==> src/rtl/sobel_pkg.sv <==
// sobel_pkg: shared types and helpers for the streaming Sobel core.
//   DEF_PIX_W : default pixel width the typedefs are sized from; instances with another
//               pixel width declare local grad_t/mag_t typedefs of the same shape.
//   grad_t    : signed gradient, PIX_W+3 bits (holds +/-4*(2^PIX_W-1) without overflow).
//   mag_t     : unsigned |Gx|+|Gy|, PIX_W+4 bits.
//   abs_grad  : absolute value of a sign-extended gradient.
//   sat_pix   : clamp a magnitude to the largest value representable in pix_w bits.
package sobel_pkg;

    localparam int unsigned DEF_PIX_W = 8;

    typedef logic signed [DEF_PIX_W+2:0] grad_t;
    typedef logic        [DEF_PIX_W+3:0] mag_t;

    // Operates on 32-bit values so any instance pixel width up to ~28 bits can share it.
    function automatic logic [31:0] abs_grad(input logic signed [31:0] g);
        return g[31] ? $unsigned(-g) : $unsigned(g);
    endfunction

    function automatic logic [31:0] sat_pix(input logic [31:0] mag, input int unsigned pix_w);
        logic [31:0] max_v;
        max_v = (32'd1 << pix_w) - 32'd1;
        return (mag > max_v) ? max_v : mag;
    endfunction

endpackage

==> src/rtl/sobel_stream_core_if.sv <==
// sobel_stream_core_if: pixel-in / magnitude-out stream bundle.
//   s_valid/s_ready/s_data           : input pixel stream (raster order)
//   m_valid/m_ready/m_data/m_last/m_eof : output stream with line and frame markers
// Modports: slave = the core's view, master = the source/sink driving the core.
interface sobel_stream_core_if
    import sobel_pkg::*;
#(
    parameter int unsigned PIX_W = DEF_PIX_W
);
    logic             s_valid;
    logic             s_ready;
    logic [PIX_W-1:0] s_data;
    logic             m_valid;
    logic             m_ready;
    logic [PIX_W-1:0] m_data;
    logic             m_last;
    logic             m_eof;

    modport slave (
        input  s_valid, s_data, m_ready,
        output s_ready, m_valid, m_data, m_last, m_eof
    );

    modport master (
        output s_valid, s_data, m_ready,
        input  s_ready, m_valid, m_data, m_last, m_eof
    );
endinterface

==> src/rtl/sobel_line_buffer.sv <==
// sobel_line_buffer: two IMG_W-deep line stores holding rows row-1 and row-2.
//   clk     : clock
//   i_we    : write enable (one accepted pixel)
//   i_addr  : current column
//   i_data  : incoming pixel, written into the row-1 store
//   o_row1  : stored pixel of row-1 at i_addr
//   o_row2  : stored pixel of row-2 at i_addr
// On a write the old row-1 entry moves down into row-2 at the same column, so the two
// stores roll forward one line per input line. Contents are not reset.
module sobel_line_buffer
    import sobel_pkg::*;
#(
    parameter int unsigned IMG_W = 100,
    parameter int unsigned PIX_W = DEF_PIX_W,
    parameter int unsigned AW    = 7
) (
    input  logic             clk,
    input  logic             i_we,
    input  logic [AW-1:0]    i_addr,
    input  logic [PIX_W-1:0] i_data,
    output logic [PIX_W-1:0] o_row1,
    output logic [PIX_W-1:0] o_row2
);

    logic [PIX_W-1:0] r_row1 [IMG_W];
    logic [PIX_W-1:0] r_row2 [IMG_W];

    always_ff @(posedge clk) begin
        if (i_we) begin
            r_row1[i_addr] <= i_data;
            r_row2[i_addr] <= r_row1[i_addr];
        end
    end

    assign o_row1 = r_row1[i_addr];
    assign o_row2 = r_row2[i_addr];

endmodule

==> src/rtl/sobel_stream_core.sv <==
// sobel_stream_core: streaming 3x3 Sobel edge detector, output = |Gx|+|Gy| per interior pixel.
//   clk    : clock, rising edge
//   rst_n  : asynchronous active-low reset
//   thresh : binary edge threshold (only used with SOBEL_THRESH_EN)
//   bus    : sobel_stream_core_if.slave, input pixels in / magnitudes out
// Build option: define SOBEL_THRESH_EN to emit binary edges (mag >= thresh -> all ones, else 0)
// instead of the saturated magnitude.
// Pipeline: window register (shifted on accept) -> stage 1 Gx/Gy -> stage 2 output. Every
// stage advances on en = !m_valid | m_ready, so a stalled output freezes the whole core.
module sobel_stream_core
    import sobel_pkg::*;
#(
    parameter int unsigned IMG_W = 100,
    parameter int unsigned IMG_H = 100,
    parameter int unsigned PIX_W = DEF_PIX_W
) (
    input  logic             clk,
    input  logic             rst_n,
    input  logic [PIX_W-1:0] thresh,
    sobel_stream_core_if.slave bus
);

    localparam int unsigned CW = (IMG_W > 1) ? $clog2(IMG_W) : 1;
    localparam int unsigned RW = (IMG_H > 1) ? $clog2(IMG_H) : 1;

    // Per-instance widths shadow the package defaults.
    typedef logic signed [PIX_W+2:0] grad_t;
    typedef logic        [PIX_W+3:0] mag_t;
    typedef logic        [PIX_W-1:0] pix_t;

    function automatic grad_t ext(input pix_t p);
        return grad_t'({3'b000, p});
    endfunction

    logic             w_en;
    logic             w_acc;
    logic             w_col_last;
    logic             w_row_last;
    logic [CW-1:0]    r_col;
    logic [RW-1:0]    r_row;
    pix_t             w_lb_row1;
    pix_t             w_lb_row2;

    // [row][col]: row 0 = oldest line (r-2), col 2 = most recent column.
    logic [2:0][2:0][PIX_W-1:0] r_win;
    logic             r_v0;
    logic             r_last0;
    logic             r_eof0;

    grad_t            w_gx;
    grad_t            w_gy;
    grad_t            r_gx;
    grad_t            r_gy;
    logic             r_v1;
    logic             r_last1;
    logic             r_eof1;

    mag_t             w_mag;
    pix_t             w_pix;
    logic             r_m_valid;
    pix_t             r_m_data;
    logic             r_m_last;
    logic             r_m_eof;

    assign w_en       = !r_m_valid | bus.m_ready;
    assign w_acc      = bus.s_valid & w_en;
    assign w_col_last = (r_col == CW'(IMG_W - 1));
    assign w_row_last = (r_row == RW'(IMG_H - 1));

    // Raster position of the next accepted pixel.
    always_ff @(posedge clk or negedge rst_n) begin
        if (!rst_n) begin
            r_col <= '0;
            r_row <= '0;
        end else if (w_acc) begin
            if (w_col_last) begin
                r_col <= '0;
                r_row <= w_row_last ? '0 : r_row + 1'b1;
            end else begin
                r_col <= r_col + 1'b1;
            end
        end
    end

    sobel_line_buffer #(
        .IMG_W (IMG_W),
        .PIX_W (PIX_W),
        .AW    (CW)
    ) u_line_buffer (
        .clk    (clk),
        .i_we   (w_acc),
        .i_addr (r_col),
        .i_data (bus.s_data),
        .o_row1 (w_lb_row1),
        .o_row2 (w_lb_row2)
    );

    // Window shifts only on a real transfer; the valid bit tracks whether that transfer
    // completed an interior 3x3 neighbourhood (line-wrap positions are dropped here).
    always_ff @(posedge clk or negedge rst_n) begin
        if (!rst_n) begin
            r_win   <= '0;
            r_v0    <= 1'b0;
            r_last0 <= 1'b0;
            r_eof0  <= 1'b0;
        end else if (w_en) begin
            if (w_acc) begin
                for (int i = 0; i < 3; i++) begin
                    r_win[i][0] <= r_win[i][1];
                    r_win[i][1] <= r_win[i][2];
                end
                r_win[0][2] <= w_lb_row2;
                r_win[1][2] <= w_lb_row1;
                r_win[2][2] <= bus.s_data;
            end
            r_v0    <= w_acc & (r_row >= RW'(2)) & (r_col >= CW'(2));
            r_last0 <= w_col_last;
            r_eof0  <= w_col_last & w_row_last;
        end
    end

    assign w_gx = (ext(r_win[0][2]) + (ext(r_win[1][2]) <<< 1) + ext(r_win[2][2]))
                - (ext(r_win[0][0]) + (ext(r_win[1][0]) <<< 1) + ext(r_win[2][0]));
    assign w_gy = (ext(r_win[2][0]) + (ext(r_win[2][1]) <<< 1) + ext(r_win[2][2]))
                - (ext(r_win[0][0]) + (ext(r_win[0][1]) <<< 1) + ext(r_win[0][2]));

    always_ff @(posedge clk or negedge rst_n) begin
        if (!rst_n) begin
            r_gx    <= '0;
            r_gy    <= '0;
            r_v1    <= 1'b0;
            r_last1 <= 1'b0;
            r_eof1  <= 1'b0;
        end else if (w_en) begin
            r_gx    <= w_gx;
            r_gy    <= w_gy;
            r_v1    <= r_v0;
            r_last1 <= r_last0;
            r_eof1  <= r_eof0;
        end
    end

    assign w_mag = mag_t'(abs_grad(32'(r_gx)) + abs_grad(32'(r_gy)));

`ifdef SOBEL_THRESH_EN
    // Compared against the unsaturated magnitude.
    assign w_pix = (w_mag >= mag_t'(thresh)) ? '1 : '0;
`else
    logic w_unused_thresh;
    assign w_unused_thresh = ^thresh;
    assign w_pix = PIX_W'(sat_pix(32'(w_mag), PIX_W));
`endif

    always_ff @(posedge clk or negedge rst_n) begin
        if (!rst_n) begin
            r_m_valid <= 1'b0;
            r_m_data  <= '0;
            r_m_last  <= 1'b0;
            r_m_eof   <= 1'b0;
        end else if (w_en) begin
            r_m_valid <= r_v1;
            r_m_data  <= r_v1 ? w_pix : '0;
            r_m_last  <= r_v1 & r_last1;
            r_m_eof   <= r_v1 & r_eof1;
        end
    end

    assign bus.s_ready = w_en;
    assign bus.m_valid = r_m_valid;
    assign bus.m_data  = r_m_data;
    assign bus.m_last  = r_m_last;
    assign bus.m_eof   = r_m_eof;

endmodule
==> src/flat_wrapper.sv <==
// flat-port wrapper written by rule: the top's interface ports become plain ports
module sobel_stream_core_flat import sobel_pkg::*;
#(
    parameter int unsigned IMG_W = 100,
    parameter int unsigned IMG_H = 100,
    parameter int unsigned PIX_W = DEF_PIX_W
)
  (clk, rst_n, thresh, bus_s_valid, bus_s_data, bus_m_ready, bus_s_ready, bus_m_valid, bus_m_data, bus_m_last, bus_m_eof);
  sobel_stream_core_if #(.PIX_W(PIX_W)) bus_i ();
  input  logic clk;
  input  logic rst_n;
  input  logic [PIX_W-1:0] thresh;
  input wire logic [$bits(bus_i.s_valid)-1:0] bus_s_valid;
  input wire logic [$bits(bus_i.s_data)-1:0] bus_s_data;
  input wire logic [$bits(bus_i.m_ready)-1:0] bus_m_ready;
  output wire logic [$bits(bus_i.s_ready)-1:0] bus_s_ready;
  output wire logic [$bits(bus_i.m_valid)-1:0] bus_m_valid;
  output wire logic [$bits(bus_i.m_data)-1:0] bus_m_data;
  output wire logic [$bits(bus_i.m_last)-1:0] bus_m_last;
  output wire logic [$bits(bus_i.m_eof)-1:0] bus_m_eof;
  assign bus_i.s_valid = bus_s_valid;
  assign bus_i.s_data = bus_s_data;
  assign bus_i.m_ready = bus_m_ready;
  assign bus_s_ready = bus_i.s_ready;
  assign bus_m_valid = bus_i.m_valid;
  assign bus_m_data = bus_i.m_data;
  assign bus_m_last = bus_i.m_last;
  assign bus_m_eof = bus_i.m_eof;
  sobel_stream_core #(.IMG_W(IMG_W), .IMG_H(IMG_H), .PIX_W(PIX_W)) u_core (.clk(clk), .rst_n(rst_n), .thresh(thresh), .bus(bus_i));
endmodule
==> config.mk <==
export PLATFORM = sky130hd
export DESIGN_NAME = sobel_stream_core_flat
export DESIGN_NICKNAME = d
export VERILOG_FILES = /design/src/rtl/sobel_pkg.sv /design/src/rtl/sobel_stream_core_if.sv /design/src/rtl/sobel_line_buffer.sv /design/src/rtl/sobel_stream_core.sv /design/src/flat_wrapper.sv
export SDC_FILE = /design/constraint.sdc
export NUM_CORES = 2
export LEC_CHECK = 0
export ABC_AREA = 0
export CAP_MARGIN = 20
export CORE_ASPECT_RATIO = 0.7
export CORE_MARGIN = 4
export CORE_UTILIZATION = 40
export DETAILED_ROUTE_END_ITERATION = 6
export HOLD_SLACK_MARGIN = 0.06
export SLEW_MARGIN = 5
export SYNTH_ARGS = -nofsm -noshare
export SYNTH_HDL_FRONTEND = slang
export SYNTH_SLANG_ARGS = --single-unit
==> constraint.sdc <==
create_clock -name clk -period 5.9 [get_ports clk]
set_input_delay 1.18 -clock clk [delete_from_list [all_inputs] [get_ports clk]]
set_output_delay 1.18 -clock clk [all_outputs]
set_load 0.03 [all_outputs]
## Word-level counts from Yosys, hierarchy flattened

Memories as Yosys holds them, arrays and structs flattened. A register that Yosys moved wholly into a read port is not among the register bits.
Cells that the tools add are included.

| word-level totals | value |
|---|---|
| bits in registers | 117 |
| RAM bits | 1600 |
| input port bits | 20 |
| output and inout port bits | 12 |
| word-level logic and storage cells | 63 |
| memories kept | 2 |

| cells by class | value |
|---|---|
| add/subtract/negate cells | 15 |
| order comparisons | 3 |
| eq/ne operators | 2 |
| multiplexer cells | 8 |
| bitwise logic cells | 7 |
| reduce and logical (&&, ||, !) cells | 4 |

Memories:

| memory | words | bits a word | read ports | clocked after memory_dff | wr ports | RTL line | RTL |
|---|---|---|---|---|---|---|---|
| u_core.u_line_buffer.r_row1 | 100 | 8 | 1 | 0 | 1 | sobel_line_buffer.sv:25 | `logic [PIX_W-1:0] r_row1 [IMG_W];` |
| u_core.u_line_buffer.r_row2 | 100 | 8 | 1 | 1 | 1 | sobel_line_buffer.sv:26 | `logic [PIX_W-1:0] r_row2 [IMG_W];` |

Operator list:

| cell | count |
|---|---|
| 11-bit by 9-bit adder with 11-bit output | 4 |
| 8-bit by 9-bit adder with 10-bit output | 4 |
| 12-bit 2-to-1 mux | 2 |
| 11-bit negator with 12-bit output | 2 |
| 11-bit subtractor | 2 |
| 8-bit 2-to-1 mux | 2 |
| 7-bit by 1-bit adder with 7-bit output (second input constant) | 2 |
| 7-bit equality test (second input constant) | 2 |
| 7-bit by 2-bit >= comparator with 1-bit output (second input constant) | 2 |
| 7-bit 2-to-1 mux | 2 |
| 12-bit adder | 1 |
| 12-bit by 8-bit greater-than comparator with 1-bit output (second input constant) | 1 |
| 1-bit AND | 6 |
| 2-bit AND reduction | 2 |
| 1-bit logical NOT | 2 |
| 1-bit 2-to-1 mux | 2 |
| 1-bit bitwise OR | 1 |

## Longest topological paths before layout

| depth | value |
|---|---|
| depth in word-level cells | 6 |
| mapped depth | 19 |
| mapped depth without buffers | 19 |

## Modules after synthesis

Synthesis repeated with hierarchy kept, for this count alone.

| second synthesis, totals | value |
|---|---|
| cells, all modules | 4457 |
| area, all modules | 69857.0 µm² |

By module, submodules not included:

| module | instances | cells each | area an instance (µm²) | seq. area each (µm²) |
|---|---|---|---|---|
| sobel_line_buffer | 1 | 3593 | 61804.3 | 48046.1 |
| sobel_stream_core | 1 | 864 | 8052.7 | 3128.0 |

## Worst setup path before layout

OpenSTA, ideal clock, no wires.

| timing path | value |
|---|---|
| kind | flip-flop to flip-flop |
| start point | register u_core.r_col[0] |
| end point | memory u_core.u_line_buffer.r_row2[0][6] (netlist name), data pin |
| library setup time | 0.746 ns |
| arrival time | 4.617 ns |
| required time | 5.154 ns |
| slack | 0.537 ns |
| stages on the path, launching flop included | 11 |
| buffers on the path | 4 |
| period minus slack after synthesis | 5.363 ns |
| cell sequence | dfrtp_1 -> buf_4 -> buf_4 -> buf_4 -> buf_4 -> nand2b_1 -> o41ai_1 -> a211oi_1 -> o211ai_1 -> o311ai_1 -> o22ai_1 |

| on the way | value |
|---|---|
| word-level cells in the longest chain between the ends | 1 |

RTL lines:

| element | RTL line | RTL |
|---|---|---|
| start: declaration | sobel_stream_core.sv:39 | `logic [CW-1:0] r_col;` |
| start signal: assignment | sobel_stream_core.sv:80 | `r_col <= r_col + 1'b1;` |
| memory 100 x 8 bit | n/a |  |
| end: declaration | sobel_line_buffer.sv:26 |  |

No other way between the ends.

## Worst setup path in the final report

| timing path | value |
|---|---|
| start point | register u_core.r_col[1] |
| end point | memory u_core.u_line_buffer.r_row2[43][5] (netlist name), data pin |

Same word-level chain as after synthesis.

==> flow_summary_export.csv <==
group,metric,value,unit
run_status,outcome,"complete, no violations",
route,drt_iter0_drc,7228,
placed_design,gp_congestion,0.965,
floorplanning,row_count,128,
timing,setup_tns,0,ns
floorplanning,ios,32,
floorplanning,dieArea,0.184,sq mm
clock_network,post-cts-setup-buffers,0,
placed_design,dp_slack,1.02,ns
hold_path,hold_class,"in2async",
clock_network,cts_buffers,157,
synthesis,yosysWarnings,0,
synthesis,synth_flop_cell,"edfxtp_1",
finish,syn_to_final_growth,13.2,%
synthesis,ys_ff_latch,1725,
synthesis,synth_top_area_share,68.0,%
clock_network,h-tree-depth,4,
grt,overflow,0,
synthesis,syn_nets,4420,
synthesis,yosysSeqAreaShare,72.4,%
timing,finClkSkew,0.0467,ns
route,first_pass_iters,7,
timing,setup_ws,0.544,ns
worst_setup_path,crit_arrival,5.77,ns
grt,grt_pass1_vias,40300,
timing,worst_pin_slew,1.36,ns
floorplanning,die-width,510,microns
pwr,vdd_ir_drop_max,0.000673,V
grt,grt_max_degree,102,
timing,maxSlewHeadroom,7.21,%
worst_setup_path,cp_max_fo,100,
synthesis,synth_edf_count,1600,
placed_design,io_buffers,23,
synthesis,synth_area,0.0707,sq mm
clock_network,post_cts_resized,0,
clock_network,clk_pin_slew,0.07,ns
synthesis,synthCells,4289,
floorplanning,die_h,360,microns
synthesis,synth_common_cells,"1,600 x edfxtp_1, 341 x nand2_1, 219 x nor2_1",
floorplanning,core,0.175,sq mm
synthesis,synth_compound_area_share,9.19,%
timing,fmax,187,MHz
grt,grt_use_total,23.8,%
synthesis,synth.distinct_cells,91,
placed_design,dp_hpwl,139000,microns
route,viasPerCell,6.17,
pwr,p_leak,26.6,nW
synthesis,yosysMostFrequentCell,"edfxtp_1",
run,max_cap_viol_count,0,
clock_network,cts_tree,"done",
clock_network,cts_buffer_depth,3,
synthesis,synthAdderAreaFrac,2.36,%
synthesis,postSynthAreaPerCell,16.5,sq um
floorplanning,floorplan.initialDensity,40.4,%
worst_setup_path,crit_type,"reg2reg",
timing,fin_crit,5.36,ns
finish,regArea,0.0512,sq mm
grt,antenna_found_initial,13,
clock_network,hold_buffers,0,
grt,grt_pass1_wl,313000,microns
timing,finalSetupViolations,0,
route,wl,223000,microns
worst_setup_path,crit_path_start_kind,"flop",
clock_network,cts_sinks,1725,
placed_design,dpl_cell_area,0.0750,sq mm
clock_network,cts_root_buffer,"clkbuf_16",
finish,multiInputGateArea,0.0179,sq mm
pwr,p_per_area,591,mW/mm^2
route,drc_errors,0,
finish,nFillCells,15100,
synthesis,synth-simple-area-share,4.73,%
worst_setup_path,r2r_cells,9,
timing,finalMaxSlewViolations,0,
timing,finalCritPeriodShare,90.8,%
synthesis,synth_top_family_by_area,"compound AO/OA/AOI/OAI gates",
worst_setup_path,endpoint_kind,"flop",
synthesis,synthTopCellsByArea,"edfxtp_1 68%, mux4_2 5.5%, dfrtp_1 4.4%",
synthesis,synth_mux_area_share,8.11,%
route,wl_per_cell,32.1,microns
clock_network,clock_latency,0.80,ns
finish,post-route-cell-area,0.0800,sq mm
synthesis,synth-xor-area-share,0.719,%
route,ant_nets,0,
worst_setup_path,required,6.31,ns
route,num_vias,42800,
finish,drive_gt1_share,17.4,%
synthesis,yosysTopAreaCell,"edfxtp_1",
finish,final_nets,4598,
timing,rsz0062_at_grt,"false",
timing,hold_viol,0,
synthesis,ys_async_sr_fraction,7.25,%
layout make-up:
| type | instances | area share, % |
|---|---|---|
| diodes | 5 | 0.0156 |
| clock buffers | 197 | 5.16 |
| clock inverters | 87 | 1.04 |
| inverters | 105 | 0.499 |
| multi-input cells | 2183 | 22.4 |
| flip-flops and latches | 1725 | 64.0 |
| well taps | 2340 | 3.66 |
| repair buffers | 295 | 3.26 |
critical path, stage by stage, from the launching register on:
cell and delay [ns]:
dfrtp_4 0.90, nor2b_4 0.33, buf_4 0.32, o2bb2ai_1 0.18, a221oi_1 0.85, nor3_1 0.14
a2111oi_0 1.18, o211a_1 0.42, nand3b_1 0.17, buf_12 0.25
metal layers:
| metal | vias up | GRT usage, % | wire [microns] |
|---|---|---|---|
| li1 | 17400 | - | - |
| met1 | 22100 | 36.5 | 93700 |
| met2 | 2963 | 30.9 | 87900 |
| met3 | 387 | 9.52 | 34700 |
| met4 | 6 | 6.83 | 6540 |
| met5 | - | 0 | 45 |
registers in the layout, summed over array words and instances, names as in the netlist:
name,cells
u_core.r_eof0,1
u_core.bus.m_last,1
u_core.bus.m_data,8
u_core.r_gy,11
u_core.r_last1,1
u_core.r_win,72
u_core.u_line_buffer.r_row1,800
u_core.bus.m_eof,1
u_core.u_line_buffer.r_row2,800
u_core.r_last0,1
u_core.r_eof1,1
u_core.bus.m_valid,1
u_core.r_v1,1
u_core.r_v0,1
u_core.r_col,7
u_core.r_row,7
u_core.r_gx,11
worst paths after layout:
check / startpoint / end / slack (ns)
worst max-delay path: u_core.r_col[1] / u_core.u_line_buffer.r_row2[43][5] / 0.54
min in group clk: u_core.bus.m_last / u_core.bus.m_last / 0.46
worst min register to register: u_core.bus.m_last / u_core.bus.m_last / 0.46
worst min-delay path: rst_n / u_core.bus.m_data[6] / 0.37
worst max register to register: u_core.r_col[1] / u_core.u_line_buffer.r_row2[43][5] / 0.54
max in group asynchronous: rst_n / u_core.r_win[43] / 4.19
cells in the final DEF (no fill, tap or decap), drive strengths merged, types with 29 or more instances in the layout:
cell type     n
a221oi      131
nand2       341
clkinv       66
ha           74
a22oi       110
a21oi       163
edfxtp     1600
xnor2        40
o21ai       163
fa           37
o22ai        34
buf         281
mux4        172
dfrtp       125
nand3        29
inv         110
nor2        219
mux2i       107
mux2         70
clkbuf      197
power breakdown:
part,switching [mW],total [mW],internal [mW]
logic,13.5,20.1,6.60
clock network,4.58,10.1,5.52
registers,0.606,17.0,16.4
metrics by stage:
stage	utilization [%]	hold slack [ns]	power, mW	instances
floorplan	-	0.439	29.1	4289
global placement	42.9	0.451	36.5	6641
detailed placement	42.9	0.452	36.9	6646
CTS	45.7	0.368	46.9	6930
global route	45.7	0.419	49.4	6932
finish	45.8	0.374	47.3	6937
cells by family after synthesis:
kind of cell               Yosys count
and+or+nand+nor                    754
xor gates and xnor gates            58
AOI/OAI and AO/OA                  911
buffers and inverters              381
DFF                               1725
muxes                              349
adders and majority gates          111
Note: power is estimated with default switching activity, not from simulation.
